$ cat config.mk
export PLATFORM = sky130hd
export DESIGN_NAME = mac_div16by8
export DESIGN_NICKNAME = d
export VERILOG_FILES = /design/src/rtl/mac_div_pkg.sv /design/src/rtl/mac_div_step.sv /design/src/rtl/mac_div16by8.sv
export SDC_FILE = /design/constraint.sdc
export NUM_CORES = 1
export LEC_CHECK = 0
export CORE_MARGIN = 3
export CORE_UTILIZATION = 40
export CTS_CLUSTER_SIZE = 24
export DETAILED_ROUTE_END_ITERATION = 10
export GPL_TIMING_DRIVEN = 0
export PLACE_DENSITY = 0.67
export SLEW_MARGIN = 20
export SYNTH_ARGS = -nofsm -noshare
export SYNTH_HDL_FRONTEND = slang
export SYNTH_SLANG_ARGS = --single-unit
$ cat constraint.sdc
create_clock -name clk -period 2.4 [get_ports clk]
set_clock_uncertainty 0.05 [all_clocks]
set_input_delay 0.48 -clock clk [delete_from_list [all_inputs] [get_ports clk]]
set_output_delay 0.48 -clock clk [all_outputs]
set_load 0.05 [all_outputs]
$ cat src/rtl/mac_div_pkg.sv
// Shared definitions for the sequential 16-by-8 restoring divider.
package mac_div_pkg;

  localparam int DIVIDEND_W = 16;
  localparam int DIVISOR_W  = 8;
  localparam int ITER_W     = 4;
  // One extra bit on the partial remainder so the shifted value never overflows.
  localparam int PR_W       = DIVISOR_W + 1;

  // Quotient reported when the divisor is zero.
  localparam logic [DIVIDEND_W-1:0] DZ_QUOTIENT = 16'hFFFF;

  typedef enum logic [1:0] {
    IDLE = 2'd0,
    RUN  = 2'd1,
    DONE = 2'd2
  } state_e;

endpackage

$ cat src/rtl/mac_div_step.sv
// One combinational restoring-division iteration: shift in the next dividend
// bit, subtract the divisor if it fits, and report the quotient bit.
module mac_div_step
  import mac_div_pkg::*;
(
  input  logic [PR_W-1:0]      pr,
  input  logic                 next_bit,
  input  logic [DIVISOR_W-1:0] divisor,
  output logic [PR_W-1:0]      pr_next,
  output logic                 q_bit
);

  logic [PR_W-1:0] shifted;
  // The incoming remainder is always below the divisor, so its top bit is zero.
  logic            unused_pr_msb;

  assign unused_pr_msb = pr[PR_W-1];

  // Trial subtraction; keep the shifted value when the divisor does not fit.
  always_comb begin
    shifted = {pr[PR_W-2:0], next_bit};
    pr_next = shifted;
    q_bit   = 1'b0;
    if (shifted >= {1'b0, divisor}) begin
      pr_next = shifted - {1'b0, divisor};
      q_bit   = 1'b1;
    end
  end

endmodule

$ cat src/rtl/mac_div16by8.sv
// Sequential 16-bit by 8-bit restoring divider, 16 iterations per result.
// Optional two's-complement operands: define MAC_DIV_SIGNED_EN.
//
// Handshake: start is sampled only in IDLE; on that edge the operands are
// captured and may change afterwards. busy is high for the 16 RUN cycles,
// done pulses for one cycle when results land, and quotient/remainder/
// div_by_zero hold their values until the next done. start while busy or
// done is dropped, not queued. A zero divisor skips RUN and completes at once.
module mac_div16by8
  import mac_div_pkg::*;
(
  input  logic                  clk,
  input  logic                  rst_n,
  input  logic                  start,
  input  logic [DIVIDEND_W-1:0] dividend,
  input  logic [DIVISOR_W-1:0]  divisor,
  output logic                  busy,
  output logic                  done,
  output logic [DIVIDEND_W-1:0] quotient,
  output logic [DIVISOR_W-1:0]  remainder,
  output logic                  div_by_zero,
  output state_e                dbg_state
);

  state_e                state;
  logic [DIVIDEND_W-1:0] dvd_sh;
  logic [DIVISOR_W-1:0]  dvs;
  logic [PR_W-1:0]       pr;
  logic [DIVIDEND_W-1:0] q_sh;
  logic [ITER_W-1:0]     cnt;

  logic [PR_W-1:0]       pr_nx;
  logic                  q_bit;
  logic [DIVIDEND_W-1:0] q_final;
  logic [DIVISOR_W-1:0]  r_final;
  logic [DIVIDEND_W-1:0] dvd_mag;
  logic [DIVISOR_W-1:0]  dvs_mag;
  logic [DIVIDEND_W-1:0] res_q;
  logic [DIVISOR_W-1:0]  res_r;

  assign dbg_state = state;

  mac_div_step u_step (
    .pr       (pr),
    .next_bit (dvd_sh[DIVIDEND_W-1]),
    .divisor  (dvs),
    .pr_next  (pr_nx),
    .q_bit    (q_bit)
  );

  // Quotient and remainder as they stand after the current iteration.
  assign q_final = {q_sh[DIVIDEND_W-2:0], q_bit};
  assign r_final = pr_nx[DIVISOR_W-1:0];

`ifdef MAC_DIV_SIGNED_EN
  logic q_neg;
  logic r_neg;

  // Magnitudes go into the unsigned core; signs are reapplied at the end.
  // -32768 maps to 16'h8000, which the unsigned core handles directly.
  always_comb begin
    dvd_mag = dividend[DIVIDEND_W-1] ? (~dividend + 1'b1) : dividend;
    dvs_mag = divisor[DIVISOR_W-1]   ? (~divisor + 1'b1)  : divisor;
    res_q   = q_neg ? (~q_final + 1'b1) : q_final;
    res_r   = r_neg ? (~r_final + 1'b1) : r_final;
  end

  // Result signs: quotient truncates toward zero, remainder follows the dividend.
  always_ff @(posedge clk or negedge rst_n) begin
    if (!rst_n) begin
      q_neg <= 1'b0;
      r_neg <= 1'b0;
    end else if (state == IDLE && start) begin
      q_neg <= dividend[DIVIDEND_W-1] ^ divisor[DIVISOR_W-1];
      r_neg <= dividend[DIVIDEND_W-1];
    end
  end
`else
  // Unsigned operation: operands and results pass straight through.
  always_comb begin
    dvd_mag = dividend;
    dvs_mag = divisor;
    res_q   = q_final;
    res_r   = r_final;
  end
`endif

  // Control FSM with registered handshake and result outputs.
  always_ff @(posedge clk or negedge rst_n) begin
    if (!rst_n) begin
      state       <= IDLE;
      busy        <= 1'b0;
      done        <= 1'b0;
      quotient    <= '0;
      remainder   <= '0;
      div_by_zero <= 1'b0;
      dvd_sh      <= '0;
      dvs         <= '0;
      pr          <= '0;
      q_sh        <= '0;
      cnt         <= '0;
    end else begin
      case (state)
        IDLE: begin
          done <= 1'b0;
          if (start) begin
            if (divisor == '0) begin
              quotient    <= DZ_QUOTIENT;
              remainder   <= dividend[DIVISOR_W-1:0];
              div_by_zero <= 1'b1;
              done        <= 1'b1;
              state       <= DONE;
            end else begin
              dvd_sh <= dvd_mag;
              dvs    <= dvs_mag;
              pr     <= '0;
              q_sh   <= '0;
              cnt    <= '0;
              busy   <= 1'b1;
              state  <= RUN;
            end
          end
        end
        RUN: begin
          pr     <= pr_nx;
          dvd_sh <= {dvd_sh[DIVIDEND_W-2:0], 1'b0};
          q_sh   <= q_final;
          cnt    <= cnt + 1'b1;
          if (cnt == {ITER_W{1'b1}}) begin
            quotient    <= res_q;
            remainder   <= res_r;
            div_by_zero <= 1'b0;
            busy        <= 1'b0;
            done        <= 1'b1;
            state       <= DONE;
          end
        end
        DONE: begin
          done  <= 1'b0;
          state <= IDLE;
        end
        default: begin
          busy  <= 1'b0;
          done  <= 1'b0;
          state <= IDLE;
        end
      endcase
    end
  end

endmodule
## Yosys cells after proc, flatten, opt, wreduce, memory -nomap -nowiden

Cells that the tools add are included.

| cells by class | value |
|---|---|
| bitwise logic cells | 2 |
| $add $sub $neg | 2 |
| order comparisons | 1 |
| muxes and demuxes | 37 |
| reduce and logical (&&, ||, !) cells | 8 |
| equality and inequality tests | 7 |

Operators with widths:

| cell | number |
|---|---|
| two-way mux 16 bit | 5 |
| one-hot mux 16 bit (2 select lines) | 2 |
| two-way mux 8 bit | 6 |
| one-hot mux 8 bit (2 select lines) | 2 |
| two-way mux 15 bit | 2 |
| one-hot mux 15 bit (2 select lines) | 1 |
| >= comparator 9 x 8 -> 1 bit | 1 |
| two-way mux 1 bit | 9 |
| zero test 8 bit | 1 |
| two-way mux 4 bit | 2 |
| != test 2 bit, second input constant | 4 |
| one-hot mux 4 bit (2 select lines) | 1 |
| AND reduction 4 bit | 2 |
| subtractor 8 bit | 1 |
| two-way mux 2 bit | 3 |
| AND reduction 3 bit | 2 |
| adder 4 x 1 -> 4 bit, second input constant | 1 |
| == test 4 bit, second input constant | 1 |
| one-hot mux 1 bit (2 select lines) | 2 |
| one-hot mux 2 bit (2 select lines) | 1 |
| one-hot mux 1 bit (3 select lines) | 1 |
| == test 2 x 1 -> 1 bit, second input constant | 1 |
| == test 2 bit, second input constant | 1 |
| zero test 2 bit | 1 |
| 3 further kinds | 4 |

| storage, ports and cells | value |
|---|---|
| output and inout port bits | 29 |
| input bits | 27 |
| bits in registers | 80 |
| logic and storage cells | 68 |

## Depth between registers and ports, before layout

| logic depth | value |
|---|---|
| depth after elaboration | 4 |
| depth in mapped cells | 9 |
| depth with buffers taken out | 9 |

## Hierarchy

From an unflattened synthesis, not the netlist that was laid out.

| unflattened totals | value |
|---|---|
| cell total of the unflattened synthesis | 331 |
| area total of the unflattened synthesis | 3998.8 um^2 |

Modules (own cells, without submodules):

| module | seq. area each (um^2) | cells each | times used | area each (um^2) |
|---|---|---|---|---|
| mac_div16by8 | 2026.9 | 266 | 1 | 3428.3 |
| mac_div_step | 0.0 | 65 | 1 | 570.5 |

## Worst setup path after synthesis

OpenSTA, ideal clock, no wires.

| timing path | value |
|---|---|
| kind | register to register |
| start | register pr[2] |
| end | register pr[1] |
| period minus slack after synthesis | 2.033 ns |
| data required time | 2.267 ns |
| setup slack | 0.367 ns |
| setup time | 0.083 ns |
| stages on the path, launching flop included | 8 |
| buffers on the path | 0 |
| arrival | 1.900 ns |
| cell sequence | dfrtp_1 ha_1 a21o_1 a21oi_1 o2111ai_1 nand2_2 mux2_1 o22ai_1 |

| between the ends | value |
|---|---|
| longest elaborated chain between the ends | 3 |

RTL lines:

| what | line | RTL |
|---|---|---|
| start: declaration | mac_div16by8.sv:28 | `logic [PR_W-1:0] pr;` |
| start signal: assignment | mac_div16by8.sv:125 | `pr <= pr_nx;` |
| >= comparator 9 x 8 -> 1 bit | mac_div_step.sv:24 | `if (shifted >= {1'b0, divisor}) begin` |
| two-way mux 8 bit | mac_div_step.sv:24 |  |
| one-hot mux 8 bit (2 select lines) | mac_div16by8.sv:103 | `case (state)` |

Every way passes these cells.
A chain may end at the register's enable or synchronous reset.

## Worst setup path in the final report

| timing path | value |
|---|---|
| start | input divisor[3] |
| end | register pr[6] |

| between the ends | value |
|---|---|
| longest elaborated chain between the ends | 3 |

RTL lines:

| what | line | RTL |
|---|---|---|
| start: declaration | mac_div16by8.sv:16 | `input logic [DIVISOR_W-1:0] divisor,` |
| zero test 8 bit | mac_div16by8.sv:107 | `if (divisor == '0) begin` |
| != test 2 bit (no source line) | n/a |  |
| AND reduction 3 bit (no source line) | n/a |  |

Every way passes these cells.

==> results.tsv <==
metric	value	unit
outcome	finished, final reports clean	
antenna_cells	0	
critical-path-max-stage-delay	0.46	ns
worst_ep_arrival_time	2.52	ns
synth-edff-count	0	
grt_first_pass_wirelength	15000	um
crit_path_top_delay_cell	clkdlybuf4s50_1	
finalNonFillerCells	584	
worst_slew_margin_rel	0.546	
gr-usage-all-layers	0.182	
final.setup.worst_slack	0.0920	ns
tightest_slew	0.679	ns
drv_slew	0	
area_delta_synth_final	28.0	%
cts.path.max_buffers	2	
core_region_area	8930	sq um
cp_top_family	buffers and inverters	
route.vias.total	3128	
avg_inst_size_synth	9.67	sq um
max_freq	0.433	GHz
worstSetupPathDepth	8	
leakage_power_summed_over_all_cells	0.00208	uW
postRouteWirelength	9410	um
rsz0062_at_grt	yes	
cts_made_buffers	9	
antenna_found_initial	0	
tritoncts	done	
clkTransAtPathRegs	0.08	ns
final-hold-violation-count	0	
vdd_ir_drop_max	0.000553	V
detail_route.vias_per_cell	5.36	
final_cell_mix	80 x dfrtp_1, 66 x nand2_1, 54 x clkdlybuf4s50_1	
finalWeightedCongestion	0.870	
antenna_left	0	
start_util	0.423	
dr.first_iter.drc_count	201	
cp.required	2.61	ns
route.detailed.wl_per_inst	16.1	um
rr_worst_depth	9	
num-nets-final	508	
part_of_the_yosys_area_used_for_sequential_elements	0.529	
clock-root-buffer	clkbuf_8	
ys_ff_latch	80	
syn-cell-area	3780	sq um
grt-ovfl-total	0	
cts_max_level	3	
cp.buffers_inverters	4	
critical_path.cell_chain	clkdlybuf4s50_1, nor4_4, nand2_2, and4b_1, clkbuf_1, buf_2, clkbuf_2, o22ai_1	
die_h	103	um
postSynth.asyncResetShare	1.00	
worstSetupPathType	input port to flip-flop	
layout-drive-gt1-share	0.122	
min_period	2.31	ns
syn_inst	391	
clkSinkCount	80	
place_worst_setup_slack	-0.359	ns
hp-class	input port to asynchronous set/reset pin	
place.detailed.instances	555	
synth-warning-count	0	
endpoint_kind	flip-flop	
crit_path_start_kind	input port	
die-area	10700	sq um
grt_pass1_vias	2952	
report.final.setup_viol	0	
drt_first_pass_iters	4	
worstPathMaxFanout	10	
post-route-period-util	0.962	
dp_hpwl	6470	um
core.rowCount	34	
whs	0.0568	ns
most_common_library_cell_in_the_layout_ignoring_fill_and_taps	dfrtp_1	
io-pin-count	56	
floorplan.die.width	103	um
maximum_number_of_pins_on_one_net_before_global_route_repair	43	
p_per_area	1650	nW/um^2
synthFlopType	dfrtp_1	
cap_violations	0	
io_buffer_count	55	
synthesis.nets	428	
netlist-cell-type-count	47	
drc	0	
clkLatencyLatePin	0.35	ns
## layer usage
layer  share of wire  wire (um)  vias up  GRT usage
met5               0          0        -          0
met4           0.018        167        0     0.0647
met3           0.046        436       10     0.0262
met2            0.45       4250       80      0.268
met1            0.48       4560     1525      0.273
li1                -          -     1513          -
## area by class of cell
type | instances | area, sq um
inverters | 14 | 52.6
well taps | 108 | 135
plain buffers | 21 | 93.8
clock inverters | 6 | 68.8
repair buffers | 68 | 658
clock buffers | 10 | 138
flip-flops and latches | 80 | 2000
multi-input cells | 277 | 1690
fillers | 829 | 4090
## sequential cells by signal, indices dropped and copies added, names as in the netlist
| signal | flops |
|---|---|
| busy | 1 |
| cnt | 4 |
| dbg_state | 2 |
| div_by_zero | 1 |
| done | 1 |
| dvd_sh | 16 |
| dvs | 8 |
| pr | 8 |
| q_sh | 15 |
| quotient | 16 |
| remainder | 8 |
## worst paths after layout
path | startpoint | endpoint | slack, ns
hold / removal | rst_n | dvs[3]$_DFFE_PN0P_ | 0.06
setup / recovery | divisor[3] | pr[6]$_DFFE_PN0P_ | 0.09
max in group asynchronous | rst_n | remainder[1]$_DFFE_PN0P_ | 1.65
hold reg to reg | dvd_sh[13]$_DFFE_PN0P_ | dvd_sh[14]$_DFFE_PN0P_ | 0.45
min in group clk | dvd_sh[13]$_DFFE_PN0P_ | dvd_sh[14]$_DFFE_PN0P_ | 0.45
setup reg to reg | dvd_sh[15]$_DFFE_PN0P_ | pr[6]$_DFFE_PN0P_ | 0.12
## power by group
group          internal [uW]  switching, uW
clock                    510            521
combinational           1850           2740
sequential              1960            396
## timing repair
item / 4_1_cts / 5_1_grt
hold buffers: 0 / 0
hold endpoints to repair: 0 / 0
buffers inserted: 0 / 12
endpoints found under the setup margin: 1 / 33
cloned: 0 / 1
resized for setup: 1 / 12
pin swaps: 0 / 4
## cell families after synthesis
logic type / count (synthesis) / synth area share
compound gates: 86 / 0.132
buf+inv: 35 / 0.0384
xor+xnor: 5 / 0.0116
simple gates: 149 / 0.184
fa+ha+maj: 10 / 0.0351
mux: 26 / 0.0701
flops: 80 / 0.529
## metrics by stage
stage	total power, uW	TNS (ns)	cell area, sq um	util
detailed placement	6520	-14.74	4490	0.502
global route	8560	-0.116	4840	0.542
floorplan	5320	0	3780	-
finish	7970	0	4840	0.542
global placement	6390	-177.49	4470	0.500
CTS	7560	0	4700	0.526
## synthesized netlist by cell type (2+ instances only)
cell | instances | area share
ha_1 | 9 | 0.030
or3_1 | 2 | 0.0033
inv_2 | 2 | 0.0020
nand2_2 | 2 | 0.0033
o22ai_1 | 13 | 0.022
a21oi_1 | 9 | 0.012
xor2_1 | 3 | 0.0069
xnor2_1 | 2 | 0.0046
dfrtp_1 | 80 | 0.53
mux2i_1 | 22 | 0.058
buf_4 | 2 | 0.0040
o21ai_1 | 44 | 0.058
nor2b_1 | 3 | 0.0050
nor2_1 | 42 | 0.042
o21ai_0 | 3 | 0.0040
nand3_1 | 4 | 0.0053
nand2_1 | 66 | 0.065
o22a_1 | 2 | 0.0046
nor3_1 | 17 | 0.022
nand2b_1 | 4 | 0.0066
clkbuf_1 | 13 | 0.013
mux2_1 | 3 | 0.0089
a31oi_1 | 2 | 0.0033
a211oi_1 | 3 | 0.0060
buf_2 | 5 | 0.0066
inv_1 | 12 | 0.012
a21o_1 | 2 | 0.0040
No activity file was read; power rests on OpenSTA's default activity.
